**src/rtl/multdiv_pkg.sv**
```systemverilog
// Shared definitions for the iterative multiply/divide unit:
// operation encoding, FSM state constants and the step-counter width helper.
package multdiv_pkg;

  typedef enum logic [1:0] {
    OP_MULTU = 2'b00,
    OP_MULT  = 2'b01,
    OP_DIVU  = 2'b10,
    OP_DIV   = 2'b11
  } op_e;

  typedef logic [1:0] state_t;

  localparam state_t ST_IDLE = 2'd0;
  localparam state_t ST_CALC = 2'd1;
  localparam state_t ST_FIX  = 2'd2;
  localparam state_t ST_DONE = 2'd3;

  // The step counter must be able to hold the value WIDTH itself.
  function automatic int cnt_width(input int width);
    return $clog2(width + 1);
  endfunction

endpackage

```
**src/rtl/multdiv_iterative_if.sv**
```systemverilog
// Request/result bundle between the datapath (master) and the
// multiply/divide unit (slave).
interface multdiv_iterative_if #(parameter int WIDTH = 32);

  logic             validIn;
  logic [1:0]       op;
  logic [WIDTH-1:0] SrcA;
  logic [WIDTH-1:0] SrcB;
  logic             flush;
  logic             busy;
  logic             validOut;
  logic [WIDTH-1:0] Hi;
  logic [WIDTH-1:0] Lo;
  logic             divZero;

  modport master (
    output validIn, op, SrcA, SrcB, flush,
    input  busy, validOut, Hi, Lo, divZero
  );

  modport slave (
    input  validIn, op, SrcA, SrcB, flush,
    output busy, validOut, Hi, Lo, divZero
  );

endinterface

```
**src/rtl/multdiv_negate.sv**
```systemverilog
// Conditional two's-complement negation, used for operand absolute values
// and for restoring the sign of results.
module multdiv_negate #(parameter int WIDTH = 32) (
  input  logic [WIDTH-1:0] din,
  input  logic             neg,
  output logic [WIDTH-1:0] dout
);

  assign dout = neg ? (~din + WIDTH'(1)) : din;

endmodule

```
**src/rtl/multdiv_iterative.sv**
```systemverilog
// Iterative multiply/divide unit, one result bit per cycle.
// Define MULTDIV_DIV_EN to build the restoring divider; without it divide
// ops complete with the same latency and return zero.
module multdiv_iterative
  import multdiv_pkg::*;
#(
  parameter int WIDTH = 32
) (
  input logic          clk,
  input logic          reset_n,
  multdiv_iterative_if.slave bus
);

  localparam int CW = cnt_width(WIDTH);

  state_t             state;
  logic [CW-1:0]      step;
  logic               div_q;
  logic               neg_res_q;
  logic [WIDTH-1:0]   operand;
  logic [2*WIDTH-1:0] acc;
  logic [WIDTH-1:0]   hi_q;
  logic [WIDTH-1:0]   lo_q;
  logic               div_zero_q;

  logic               is_signed;
  logic               is_div;
  logic [WIDTH-1:0]   a_abs;
  logic [WIDTH-1:0]   b_abs;
  logic [WIDTH:0]     mul_sum;
  logic [2*WIDTH-1:0] mul_next;
  logic [2*WIDTH-1:0] div_next;
  logic [2*WIDTH-1:0] prod_fix;

  assign is_signed = (bus.op == OP_MULT) || (bus.op == OP_DIV);
  assign is_div    = (bus.op == OP_DIVU) || (bus.op == OP_DIV);

  multdiv_negate #(.WIDTH(WIDTH)) u_abs_a (
    .din(bus.SrcA), .neg(is_signed & bus.SrcA[WIDTH-1]), .dout(a_abs));
  multdiv_negate #(.WIDTH(WIDTH)) u_abs_b (
    .din(bus.SrcB), .neg(is_signed & bus.SrcB[WIDTH-1]), .dout(b_abs));
  multdiv_negate #(.WIDTH(2*WIDTH)) u_fix_prod (
    .din(acc), .neg(neg_res_q), .dout(prod_fix));

`ifdef MULTDIV_DIV_EN
  logic               neg_rem_q;
  logic               dz_q;
  logic [WIDTH-1:0]   src_a_q;
  logic [WIDTH+1:0]   div_diff;
  logic [WIDTH-1:0]   quo_fix;
  logic [WIDTH-1:0]   rem_fix;

  multdiv_negate #(.WIDTH(WIDTH)) u_fix_quo (
    .din(acc[WIDTH-1:0]), .neg(neg_res_q), .dout(quo_fix));
  multdiv_negate #(.WIDTH(WIDTH)) u_fix_rem (
    .din(acc[2*WIDTH-1:WIDTH]), .neg(neg_rem_q), .dout(rem_fix));

  // Extra state needed only by the divider: raw dividend, zero-divisor flag, remainder sign.
  always_ff @(posedge clk or negedge reset_n) begin
    if (!reset_n) begin
      neg_rem_q <= 1'b0;
      dz_q      <= 1'b0;
      src_a_q   <= '0;
    end else if (state == ST_IDLE && bus.validIn && !bus.flush) begin
      neg_rem_q <= is_signed & bus.SrcA[WIDTH-1];
      dz_q      <= is_div && (bus.SrcB == '0);
      src_a_q   <= bus.SrcA;
    end
  end
`endif

  // One iteration: shift-add for multiply, restoring shift-subtract for divide.
  always_comb begin
    mul_sum  = {1'b0, acc[2*WIDTH-1:WIDTH]} + (acc[0] ? {1'b0, operand} : '0);
    mul_next = {mul_sum, acc[WIDTH-1:1]};
`ifdef MULTDIV_DIV_EN
    div_diff = {1'b0, acc[2*WIDTH-1:WIDTH-1]} - {2'b00, operand};
    if (div_diff[WIDTH+1])
      div_next = {acc[2*WIDTH-2:WIDTH-1], acc[WIDTH-2:0], 1'b0};
    else
      div_next = {div_diff[WIDTH-1:0], acc[WIDTH-2:0], 1'b1};
`else
    div_next = acc;
`endif
  end

  // Control FSM plus accumulator and result registers.
  always_ff @(posedge clk or negedge reset_n) begin
    if (!reset_n) begin
      state      <= ST_IDLE;
      step       <= '0;
      div_q      <= 1'b0;
      neg_res_q  <= 1'b0;
      operand    <= '0;
      acc        <= '0;
      hi_q       <= '0;
      lo_q       <= '0;
      div_zero_q <= 1'b0;
    end else if (state != ST_IDLE && bus.flush) begin
      state <= ST_IDLE;
    end else begin
      case (state)
        ST_IDLE: begin
          if (bus.validIn && !bus.flush) begin
            state     <= ST_CALC;
            step      <= '0;
            div_q     <= is_div;
            neg_res_q <= is_signed & (bus.SrcA[WIDTH-1] ^ bus.SrcB[WIDTH-1]);
            operand   <= is_div ? b_abs : a_abs;
            acc       <= {{WIDTH{1'b0}}, (is_div ? a_abs : b_abs)};
          end
        end
        ST_CALC: begin
          if (step == CW'(WIDTH)) begin
            state <= ST_FIX;
          end else begin
            step <= step + 1'b1;
            acc  <= div_q ? div_next : mul_next;
          end
        end
        ST_FIX: begin
          state <= ST_DONE;
          if (!div_q) begin
            {hi_q, lo_q} <= prod_fix;
            div_zero_q   <= 1'b0;
          end else begin
`ifdef MULTDIV_DIV_EN
            if (dz_q) begin
              lo_q <= '1;
              hi_q <= src_a_q;
            end else begin
              lo_q <= quo_fix;
              hi_q <= rem_fix;
            end
            div_zero_q <= dz_q;
`else
            lo_q       <= '0;
            hi_q       <= '0;
            div_zero_q <= 1'b0;
`endif
          end
        end
        default: state <= ST_IDLE;
      endcase
    end
  end

  assign bus.busy     = (state != ST_IDLE);
  assign bus.validOut = (state == ST_DONE);
  assign bus.Hi       = hi_q;
  assign bus.Lo       = lo_q;
  assign bus.divZero  = div_zero_q;

endmodule
```
**src/flat_wrapper.sv**
```systemverilog
// flat-port wrapper written by rule: the top's interface ports become plain ports
module multdiv_iterative_flat import multdiv_pkg::*;
#(
  parameter int WIDTH = 32
)
  (clk, reset_n, bus_validIn, bus_op, bus_SrcA, bus_SrcB, bus_flush, bus_busy, bus_validOut, bus_Hi, bus_Lo, bus_divZero);
  multdiv_iterative_if #(.WIDTH(WIDTH)) bus_i ();
  input logic clk;
  input logic reset_n;
  input wire logic [$bits(bus_i.validIn)-1:0] bus_validIn;
  input wire logic [$bits(bus_i.op)-1:0] bus_op;
  input wire logic [$bits(bus_i.SrcA)-1:0] bus_SrcA;
  input wire logic [$bits(bus_i.SrcB)-1:0] bus_SrcB;
  input wire logic [$bits(bus_i.flush)-1:0] bus_flush;
  output wire logic [$bits(bus_i.busy)-1:0] bus_busy;
  output wire logic [$bits(bus_i.validOut)-1:0] bus_validOut;
  output wire logic [$bits(bus_i.Hi)-1:0] bus_Hi;
  output wire logic [$bits(bus_i.Lo)-1:0] bus_Lo;
  output wire logic [$bits(bus_i.divZero)-1:0] bus_divZero;
  assign bus_i.validIn = bus_validIn;
  assign bus_i.op = bus_op;
  assign bus_i.SrcA = bus_SrcA;
  assign bus_i.SrcB = bus_SrcB;
  assign bus_i.flush = bus_flush;
  assign bus_busy = bus_i.busy;
  assign bus_validOut = bus_i.validOut;
  assign bus_Hi = bus_i.Hi;
  assign bus_Lo = bus_i.Lo;
  assign bus_divZero = bus_i.divZero;
  multdiv_iterative #(.WIDTH(WIDTH)) u_core (.clk(clk), .reset_n(reset_n), .bus(bus_i));
endmodule
```
**config.mk**
```make
export PLATFORM = sky130hd
export DESIGN_NAME = multdiv_iterative_flat
export DESIGN_NICKNAME = d
export VERILOG_FILES = /design/src/rtl/multdiv_pkg.sv /design/src/rtl/multdiv_iterative_if.sv /design/src/rtl/multdiv_negate.sv /design/src/rtl/multdiv_iterative.sv /design/src/flat_wrapper.sv
export SDC_FILE = /design/constraint.sdc
export NUM_CORES = 1
export LEC_CHECK = 0
export CORE_AREA = 2 2 161 163
export CTS_CLUSTER_SIZE = 30
export DETAILED_ROUTE_END_ITERATION = 8
export DIE_AREA = 0 0 163 165
export PLACE_DENSITY_LB_ADDON = 0.15
export SYNTH_ARGS = -nofsm -noshare
export SYNTH_HDL_FRONTEND = slang
export SYNTH_SLANG_ARGS = --single-unit
```
**constraint.sdc**
```tcl
create_clock -name clk -period 3.4 [get_ports clk]
set_clock_uncertainty 0.15 [all_clocks]
set_input_delay 0.34 -clock clk [delete_from_list [all_inputs] [get_ports clk]]
set_output_delay 0.34 -clock clk [all_outputs]
set_load 0.01 [all_outputs]
```
==> impl_metrics.yaml <==
grt:
  grt_pass1_wl_mm: 55.9
  grt_antenna_before_repair: 0
  grt_use_total_pct: 26.7
  grt_max_degree: 83
  grt_pass1_vias: 9936
  grt_overflow: 0
synth:
  synthArstFlopShare_pct: 100
  ys_seq_area_share_pct: 36.3
  synthFlopType: "dfrtp_1"
  synth_top_area_share_pct: 36.3
  synth_area_leaders: "dfrtp_1, xor2_1, o21ai_0"
  avgSynthCellArea_sq_um: 8.29
  yosysTopAreaCell: "dfrtp_1"
  netlist_area_sq_um: 11700
  ys_types: 62
  synth.net_count: 1528
  synth_edf_count: 0
  ys_seq_elements: 170
  ys_warn_count: 0
  syn_inst: 1415
floorplanning:
  die_w_um: 163
  chipHeight_um: 165
  rows: 58
  start_util_pct: 46.8
  die-area_sq_um: 26900
  pin_count: 137
  coreArea_sq_um: 25000
setup_path:
  cp_top_family: "simple AND/OR/NAND/NOR gates"
  r2r-start: "u_core.acc[33]"
  r2r_slack_ns: 0.06
  arrival_ns: 3.48
  cp_data_required_time_ns: 3.53
  worstPathMaxFanout: 3
  start_kind: "flip-flop"
  crit_chain: "or4_1 -> or4_1 -> or3_1 -> or4_4 -> nand2b_1 -> o31ai_2 -> xor2_1 -> o21ai_0"
  crit_end: "u_core.bus.Hi[28]"
  slowest_delay_ns: 0.57
  cp-startpoint: "u_core.acc[33]"
  crit_path_end_kind: "flip-flop"
  crit_cells: 8
  worst-r2r-cell-count: 8
  crit_top_cell: "or4_1"
  worst-path-buf-inv: 0
  r2r_end: "u_core.bus.Hi[28]"
  crit_slowest_cell: "or4_4"
  critPathKind: "flip-flop to flip-flop"
route:
  firstDrtPassIters: 6
  drc_errors: 0
  highest_layer: "met4"
  routed_via_density: 5.80
  met2_wirelength_mm: 15.8
  wl_met3_mm: 2.22
  drt_iter0_drc: 1117
  dr_total_vias: 11000
  antenna_left: 0
  wl_mm: 35.7
  avgRoutedWirePerCell_um: 18.9
  m1WireLength_mm: 17.3
sta:
  worst_slew_pin_slew_ns: 1.04
  fin_crit_sh_pct: 98.4
  fmax_mhz: 299
  relSlewSlack_pct: 30.7
  slew_violations: 0
  hold_viol: 0
  rsz0062_at_grt: "yes"
  whs_ns: 0.326
  period_needed_ns: 3.34
  finalSetupViolations: 0
final_layout:
  multi_input_area_sq_um: 7100
  fin_nets: 1662
  seq_area_sq_um: 4260
  layoutNonFillerInstCount: 1892
  drive_above_1_share_pct: 8.07
  nFillCells: 2351
  antenna_cells: 0
  area_growth_pct: 22.2
hold_path:
  min_path_cells: 2
  hp-class: "flip-flop to flip-flop"
clocking:
  cts_tree: "yes"
  htree_levels: 4
  numCtsBuffers: 17
  cts-root-buf: "clkbuf_16"
  clock_sinks: 170
  clk_latency_ns: 0.43
  path_clk_slew_ns: 0.07
  clock_path_buffers: 2
job:
  drv_cap: 0
placed_design:
  dp.cells: 1859
  hpwl_mm: 27.7
  io_buffer_count: 135
  gp_congestion: 0.951
outcome:
  outcome: "complete, no violations"
pwr:
  power_density_nw_per_um2: 800
  cellLeakagePower_uw: 0.00607
  vdd_drop_max_mv: 0.483
cell type report:
class                      instances  area share, %
tap                              330           2.88
timing repair buffer             202           13.1
clock inverter                    14           1.06
multi-input combinational       1134           49.5
sequential                       170           29.7
clock buffer                      18           3.07
inverter                          24          0.629
tightest hold or removal path, cell delays in order (launching register included):
cell     delay [ns]
dfrtp_1        0.34
nand2_1        0.05
o21ai_0        0.06
power by group:
group          switching, uW  total (uW)  internal, uW
sequential               912        3730          2820
combinational           3290        5740          2450
clock                    917        1980          1060
placed cells by master, fill, tap and decap left out, types with 10 or more instances in the layout:
master and count:
a22oi_1 13, buf_4 64, o221ai_1 16, or3_1 16, mux2i_1 10, nor2_1 83
dfrtp_1 169, ha_1 42, xor2_1 110, or4_1 14, o41ai_1 16, a21o_1 17
nand4_1 13, a211oi_1 10, inv_1 23, nor4_1 12, nand3_1 24, xnor2_1 41
o21a_1 12, a21oi_1 83, nand2_1 210, clkdlybuf4s50_1 133, clkbuf_16 17, and2_1 36
nor3_1 27, o21ai_0 180, o31ai_1 47
synthesized netlist by cell type (6+ instances only):
cell type and instances:
ha_1 42, nand3_1 24, buf_1 6, nand4_1 13
a22oi_1 13, or4_1 15, and2_1 36, nor2_1 83
mux2i_1 10, nor2b_1 6, or3_1 16, xnor2_1 41
o221ai_1 16, nor4_1 12, nand2b_1 9, a211oi_1 10
o41ai_1 18, dfrtp_1 170, o21ai_0 181, clkbuf_1 78
o31ai_1 50, nand2_1 210, a21o_1 17, xor2_1 110
o211ai_1 9, a21oi_1 84, a31oi_1 8, nor3_1 27
o21a_1 12, and3_1 9, inv_1 23
sequential cells by signal, indices dropped and copies added, names as in the netlist:
| name | cells |
|---|---|
| u_core.acc | 64 |
| u_core.div_q | 1 |
| u_core.state | 2 |
| u_core.bus.Lo | 32 |
| u_core.neg_res_q | 1 |
| u_core.bus.Hi | 32 |
| u_core.step | 6 |
| u_core.operand | 32 |
kinds of logic after synthesis:
kind of cell	synth area share, %
AND/OR/NAND/NOR	19.2
AO/OA/AOI/OAI	23.6
buffers and inverters	3.71
adder cells (fa/ha/maj)	4.65
XOR/XNOR	11.3
multiplexers	1.24
flip-flops	36.3
other	0.0320
metrics by stage:
stage	area (sq um)	utilization, %	power [uW]	worst slack [ns]	TNS (ns)
after floorplan	11700	-	7070	-0.0676	-0.0676
after global placement	13700	54.7	9290	0.000470	0
after detailed placement	13700	54.7	9380	-0.0528	-0.0528
after CTS	14300	57.1	11400	0.00870	0
after global routing	14300	57.2	12300	-0.103	-0.182
final	14300	57.2	11500	0.0560	0
worst min-delay path by stage:
stage                            start            endpoint  slack [ns]
floorplan                      reset_n       u_core.acc[0]       -0.11
global placement               reset_n   u_core.bus.Hi[16]        0.29
detailed placement             reset_n   u_core.bus.Hi[24]        0.30
CTS                 u_core.operand[11]  u_core.operand[11]        0.33
global route         u_core.operand[5]   u_core.operand[5]        0.35
finish              u_core.operand[11]  u_core.operand[11]        0.33
timing repair:
item / CTS / global route
hold buffers: 1 / 0
buffers inserted: 0 / 0
endpoints found under the hold margin: 75 / 0
gates resized for setup: 0 / 8
setup endpoints to repair: 0 / 11
per-layer routing:
layer,GRT usage (%),up-vias
met5,0,-
met4,5.71,0
met3,3.31,37
met2,40.7,382
met1,40.5,5198
li1,-,5353
Power figures use the tool's default switching activity.
